$ cat config.mk
export PLATFORM = sky130hd
export DESIGN_NAME = cgra_config_loader
export DESIGN_NICKNAME = d
export VERILOG_FILES = /design/src/rtl/cgra_config_loader.sv
export SDC_FILE = /design/constraint.sdc
export NUM_CORES = 1
export LEC_CHECK = 0
export BUFFER_PORTS_ARGS = -buffer_cell sky130_fd_sc_hd__buf_4
export CORE_ASPECT_RATIO = 0.9
export CORE_MARGIN = 8
export CORE_UTILIZATION = 52
export CTS_CLUSTER_SIZE = 8
export DETAILED_ROUTE_END_ITERATION = 8
export PLACE_DENSITY_LB_ADDON = 0.2
export SYNTH_ARGS = -nofsm -noshare
export SYNTH_HDL_FRONTEND = slang
export SYNTH_SLANG_ARGS = --single-unit
$ cat constraint.sdc
create_clock -name clk -period 1.8 [get_ports clk]
set_input_delay 0.36 -clock clk [delete_from_list [all_inputs] [get_ports clk]]
set_output_delay 0.36 -clock clk [all_outputs]
set_load 0.02 [all_outputs]
$ cat src/rtl/cgra_config_loader.sv
// cgra_config_loader
//
// Loads a PE block's configuration scan chain bit-serially from a host
// word stream. While it shifts, it captures the bits that leave the chain
// and returns them as readback words.
//
// Ports
//   clk          in   single clock; the loader and the chain shift on its rising edge
//   reset        in   asynchronous, active-low reset
//   start        in   begins a load while IDLE
//   clear_first  in   sampled with start; runs the chain-reset phase before loading
//   s_data       in   host config word, bit 0 shifted first
//   s_valid      in   s_data valid
//   s_ready      out  a word is accepted this cycle (LOAD state only)
//   cfg_reset    out  chain config_reset (held 2 cycles in CLEAR)
//   cfg_shift    out  chain shift enable / config_clk gate (registered)
//   cfg_in       out  chain config_in (registered)
//   cfg_out_in   in   chain config_out
//   rb_data      out  readback word, bit 0 = first bit out of the chain
//   rb_valid     out  one-cycle strobe for rb_data
//   busy         out  high whenever the FSM is not IDLE
//   done         out  one-cycle pulse at the end of a load
module cgra_config_loader #(
  parameter int CHAIN_LEN = 64,
  parameter int WORD      = 32
) (
  input  logic            clk,
  input  logic            reset,
  input  logic            start,
  input  logic            clear_first,
  input  logic [WORD-1:0] s_data,
  input  logic            s_valid,
  output logic            s_ready,
  output logic            cfg_reset,
  output logic            cfg_shift,
  output logic            cfg_in,
  input  logic            cfg_out_in,
  output logic [WORD-1:0] rb_data,
  output logic            rb_valid,
  output logic            busy,
  output logic            done
);

  localparam int NW  = (CHAIN_LEN + WORD - 1) / WORD;
  localparam int R   = CHAIN_LEN - WORD * (NW - 1);
  localparam int WCW = (NW > 1) ? $clog2(NW) : 1;

  // Bit-counter value on the final shift edge of a full / final word.
  localparam logic [5:0] LAST_FULL = 6'(WORD - 1);
  localparam logic [5:0] LAST_PART = 6'(R - 1);

  localparam logic [2:0] S_IDLE  = 3'd0;
  localparam logic [2:0] S_CLEAR = 3'd1;
  localparam logic [2:0] S_LOAD  = 3'd2;
  localparam logic [2:0] S_SHIFT = 3'd3;
  localparam logic [2:0] S_DONE  = 3'd4;

  logic [2:0]      state_q,     state_d;
  logic [5:0]      bitcnt_q,    bitcnt_d;
  logic [WCW-1:0]  wcnt_q,      wcnt_d;
  logic [WORD-1:0] sreg_q,      sreg_d;
  logic [WORD-1:0] rbsr_q,      rbsr_d;
  logic [WORD-1:0] rb_data_q,   rb_data_d;
  logic            rb_valid_q,  rb_valid_d;
  logic            cfg_shift_q, cfg_shift_d;
  logic            cfg_in_q,    cfg_in_d;

  logic            last_word;
  logic [5:0]      last_bit;

  assign last_word = (wcnt_q == WCW'(NW - 1));
  assign last_bit  = last_word ? LAST_PART : LAST_FULL;

  always_comb begin
    state_d     = state_q;
    bitcnt_d    = bitcnt_q;
    wcnt_d      = wcnt_q;
    sreg_d      = sreg_q;
    rbsr_d      = rbsr_q;
    rb_data_d   = rb_data_q;
    rb_valid_d  = 1'b0;
    cfg_shift_d = 1'b0;
    cfg_in_d    = 1'b0;

    case (state_q)
      S_IDLE: begin
        bitcnt_d = '0;
        wcnt_d   = '0;
        if (start) begin
          state_d = clear_first ? S_CLEAR : S_LOAD;
        end
      end

      // The bit counter doubles as the 2-cycle chain-reset timer.
      S_CLEAR: begin
        if (bitcnt_q[0]) begin
          state_d  = S_LOAD;
          bitcnt_d = '0;
        end else begin
          bitcnt_d = bitcnt_q + 6'd1;
        end
      end

      // Bit 0 goes straight to cfg_in so the first shift cycle follows
      // the handshake immediately; the rest waits in the shift register.
      S_LOAD: begin
        if (s_valid) begin
          state_d     = S_SHIFT;
          sreg_d      = s_data >> 1;
          cfg_in_d    = s_data[0];
          cfg_shift_d = 1'b1;
          bitcnt_d    = '0;
          rbsr_d      = '0;
        end
      end

      // Every edge here is a chain shift edge: capture config_out at the
      // position of the bit being shifted, so a short final word leaves its
      // upper readback bits at zero.
      S_SHIFT: begin
        rbsr_d[bitcnt_q[4:0]] = cfg_out_in;
        if (bitcnt_q == last_bit) begin
          rb_data_d  = rbsr_d;
          rb_valid_d = 1'b1;
          bitcnt_d   = '0;
          if (last_word) begin
            state_d = S_DONE;
          end else begin
            state_d = S_LOAD;
            wcnt_d  = wcnt_q + WCW'(1);
          end
        end else begin
          cfg_shift_d = 1'b1;
          cfg_in_d    = sreg_q[0];
          sreg_d      = sreg_q >> 1;
          bitcnt_d    = bitcnt_q + 6'd1;
        end
      end

      S_DONE: begin
        state_d  = S_IDLE;
        bitcnt_d = '0;
        wcnt_d   = '0;
      end

      default: state_d = S_IDLE;
    endcase
  end

  always_ff @(posedge clk or negedge reset) begin
    if (!reset) begin
      state_q     <= S_IDLE;
      bitcnt_q    <= '0;
      wcnt_q      <= '0;
      sreg_q      <= '0;
      rbsr_q      <= '0;
      rb_data_q   <= '0;
      rb_valid_q  <= 1'b0;
      cfg_shift_q <= 1'b0;
      cfg_in_q    <= 1'b0;
    end else begin
      state_q     <= state_d;
      bitcnt_q    <= bitcnt_d;
      wcnt_q      <= wcnt_d;
      sreg_q      <= sreg_d;
      rbsr_q      <= rbsr_d;
      rb_data_q   <= rb_data_d;
      rb_valid_q  <= rb_valid_d;
      cfg_shift_q <= cfg_shift_d;
      cfg_in_q    <= cfg_in_d;
    end
  end

  assign s_ready   = (state_q == S_LOAD);
  assign cfg_reset = (state_q == S_CLEAR);
  assign busy      = (state_q != S_IDLE);
  assign done      = (state_q == S_DONE);
  assign cfg_shift = cfg_shift_q;
  assign cfg_in    = cfg_in_q;
  assign rb_data   = rb_data_q;
  assign rb_valid  = rb_valid_q;

endmodule

==> summary.txt <==
Yosys
  – Post-Syn Area: 0.00560 mm2
  – Cells after synthesis: 503
  – Sequential element share of the synthesized area: 0.478
  – Share of flip-flops with an asynchronous set or reset: 1.00
  – Syn avg cell area: about 11 um2
  – Synth Net Count: 545
  – Area contributors post-synth: dfrtp_1, o221a_2, mux2i_1, a211oi_1, o22ai_1
  – Netlist cell types: 59
  – Synth top area share: 0.478
  – Syn. warnings: 0
  – Number of synthesized register bits: between 100 and 150
  – Area leader, netlist: dfrtp_1
  – Prevailing post-synth register cell: dfrtp_1
  – EDFF count, synth: 0

Finish
  – Number of fill cells: 837
  – Layout cell share with drive strength beyond 1: 0.363
  – Multi-input gate area: 0.00253 mm2
  – # diodes: 0
  – Register area: between 0.002 and 0.003 mm2
  – Post-layout util: 0.645
  – Commonest cells after routing, fill and taps aside: buf_4, dfrtp_1, inv_1
  – Fin area: between 0.006 and 0.007 mm2
  – Synthesis-to-layout area growth: 22.8%
  – Commonest non-fill, non-tap cell in the layout: buf_4
  – Final std cells w/o fill: 719
  – Fin nets: about 620

Placed design
  – Dpl cells: between 600 and 700
  – Gp weighted congestion: 0.844
  – Pre-CTS WS: between 0.03 and 0.04 ns
  – Number of port buffers: 76
  – Hpwl dp: 8790 um
  – DP Area: between 0.006 and 0.007 mm2

CTS
  – Clock-pin slew on the worst setup and hold paths: 0.08 ns
  – Clock Latency Late Sink: roughly 0.35 ns
  – Hold buffer count at cts: 0
  – Root Buffer: clkbuf_16
  – Clock sinks: ~110
  – Clock Path Buffers: 2
  – TritonCTS buffer count: 9
  – Clock tree from TritonCTS: yes
  – Htree depth: 3

Die
  – Die width: 125 um
  – Initial Utilization: 0.525
  – Placeable Area: 0.0107 mm2
  – Die area: 0.0144 mm2
  – Die H: approximately 110 um
  – I/O Pins: 77
  – Std cell rows: 36

Timing
  – Relative slew margins: 0.718
  – Worst Tran Pin Value: 0.423 ns
  – Tcrit/Tclk final: 0.977
  – Minimum clock period: 1.76 ns
  – Max-slew violation count: 0
  – Setup violations, final: 0
  – Clock Skews: roughly 0.010 ns
  – Smallest hold slack: ~0.0023 ns
  – Final worst setup slack: 0.0411 ns
  – Max Freq: 569 MHz
  – Final hold violation count: 0

Hold path
  – Hold Crit Class: input pin to asynchronous set/reset pin

Global routing
  – GR Overflow Total: 0
  – Vias in the first global route: 4375
  – M3 GR Usage: 0.0507
  – GR Util met2: 0.304
  – Largest net degree at the start of global routing: just over 60
  – First-pass GRT wire length: roughly 23000 um
  – Grt met1 use: 0.259
  – GRT Total Usage: 0.191
  – Grt peak-use layer: met2
  – Initial antenna violation count: 0

Drt
  – Final ANT Viol Nets: 0
  – Routed vias: 4338
  – Vias per cell: 6.03
  – Final WL: 13300 um
  – Routed length per instance: 18.5 um
  – DR DRC count: 0
  – Iter 0 DRT Violations: 243
  – Detailed Routing Iterations Pass 1: 5

Power and ir drop
  – P_leak: just over 3 nW
  – Power density cells: 718 mW/mm2
  – Maximum vdd ir drop: 0.579 mV

Setup path
  – CP Cell Sequence: inv_1 > ha_1 > or4b_4 > a211oi_1 > o22ai_1
  – Crit path largest cell delay: about 0.52 ns
  – CP endpoint kind: register
  – Setup CP Type: register to register
  – Peak fanout along the critical path: 5
  – Slowest cell on the critical path: or4b_4
  – Critical Path AT: 1.98 ns
  – Reg-to-reg slack, setup: 0.04 ns
  – Worst setup SP type: register
  – Critical path data required time: 2.02 ns

Run
  – Number of maximum-capacitance violations: 0

Status
  – Status: finished, final reports clean
synthesized netlist by cell type (14+ instances only):
master	count
a211oi_1	29
a21oi_1	25
a31oi_1	24
buf_2	17
clkbuf_1	22
dfrtp_1	107
inv_1	40
mux2_2	14
mux2i_1	25
nand2b_1	22
o221a_2	29
o22ai_1	32
metrics by stage:
step	setup TNS, ns	total power [mW]
CTS	0	4.99
floorplan	0	2.84
finish	0	4.94
detailed placement	0	3.08
global placement	0	3.06
global route	-0.0494	5.14
sequential cells by signal (all words and copies together), names as in the netlist:
name,cells
bitcnt_q,6
cfg_in,1
cfg_shift,1
last_word,1
rb_data,32
rb_valid,1
rbsr_q,31
sreg_q,31
state_q,3
worst max-delay path, delay by kind of cell, from the launching register on:
kind / cells / cell delay [ns]
fa+ha+maj: 1 / 0.21
simple gates: 1 / 0.52
buf+inv: 1 / 0.09
flops: 1 / 0.45
compound gates: 2 / 0.36
metal layers:
layer / vias to the layer above / part of all wire
met5: - / 0
met4: 0 / 0.0064
met3: 5 / 0.043
met2: 94 / 0.50
met1: 2183 / 0.45
li1: 2056 / -
power by group:
group          leakage, nW  switching, mW  internal (mW)
clock network        0.148          0.872           1.05
logic                 1.63          0.245          0.256
registers             1.33         0.0401           2.48
kinds of logic (layout without fill, tap and decap cells):
| family | Yosys count | after routing | share of synthesized area |
|---|---|---|---|
| buffers and inverters | 96 | 179 | 0.0835 |
| muxes | 40 | 40 | 0.0748 |
| DFF | 107 | 107 | 0.478 |
| adders and majority gates | 4 | 4 | 0.00893 |
| and+or+nand+nor | 91 | 91 | 0.131 |
| xor gates and xnor gates | 1 | 1 | 0.00156 |
| AOI/OAI and AO/OA | 164 | 164 | 0.223 |
path summary, 6_finish.rpt:
check / from / to / cells after the start
min in group clk: s_data[0] / cfg_in$_DFF_PN0_ / 3
setup reg to reg: bitcnt_q[1]$_DFFE_PN0P_ / rbsr_q[0]$_DFFE_PN0P_ / 5
max in group asynchronous: reset / bitcnt_q[0]$_DFFE_PN0P_ / 2
setup / recovery: bitcnt_q[1]$_DFFE_PN0P_ / rbsr_q[0]$_DFFE_PN0P_ / 5
hold reg to reg: last_word$_DFFE_PN0P_ / state_q[1]$_DFFE_PN0P_ / 1
hold / removal: reset / rb_data[31]$_DFFE_PN0P_ / 2
what timing repair did:
item / 4_1_cts / 5_1_grt
gates resized for setup: 7 / 17
pin swaps: 0 / 1
setup buffers: 2 / 2
setup endpoints to repair: 6 / 27
area by class of cell:
cell class              count  area share
clock buffers              12      0.0387
repair buffers            122       0.153
inverters                  41      0.0224
multi-input cells         300       0.368
flip-flops and latches    107       0.390
clock inverters             4     0.00346
well taps                 133      0.0242
(Power assumes the default switching activity.)
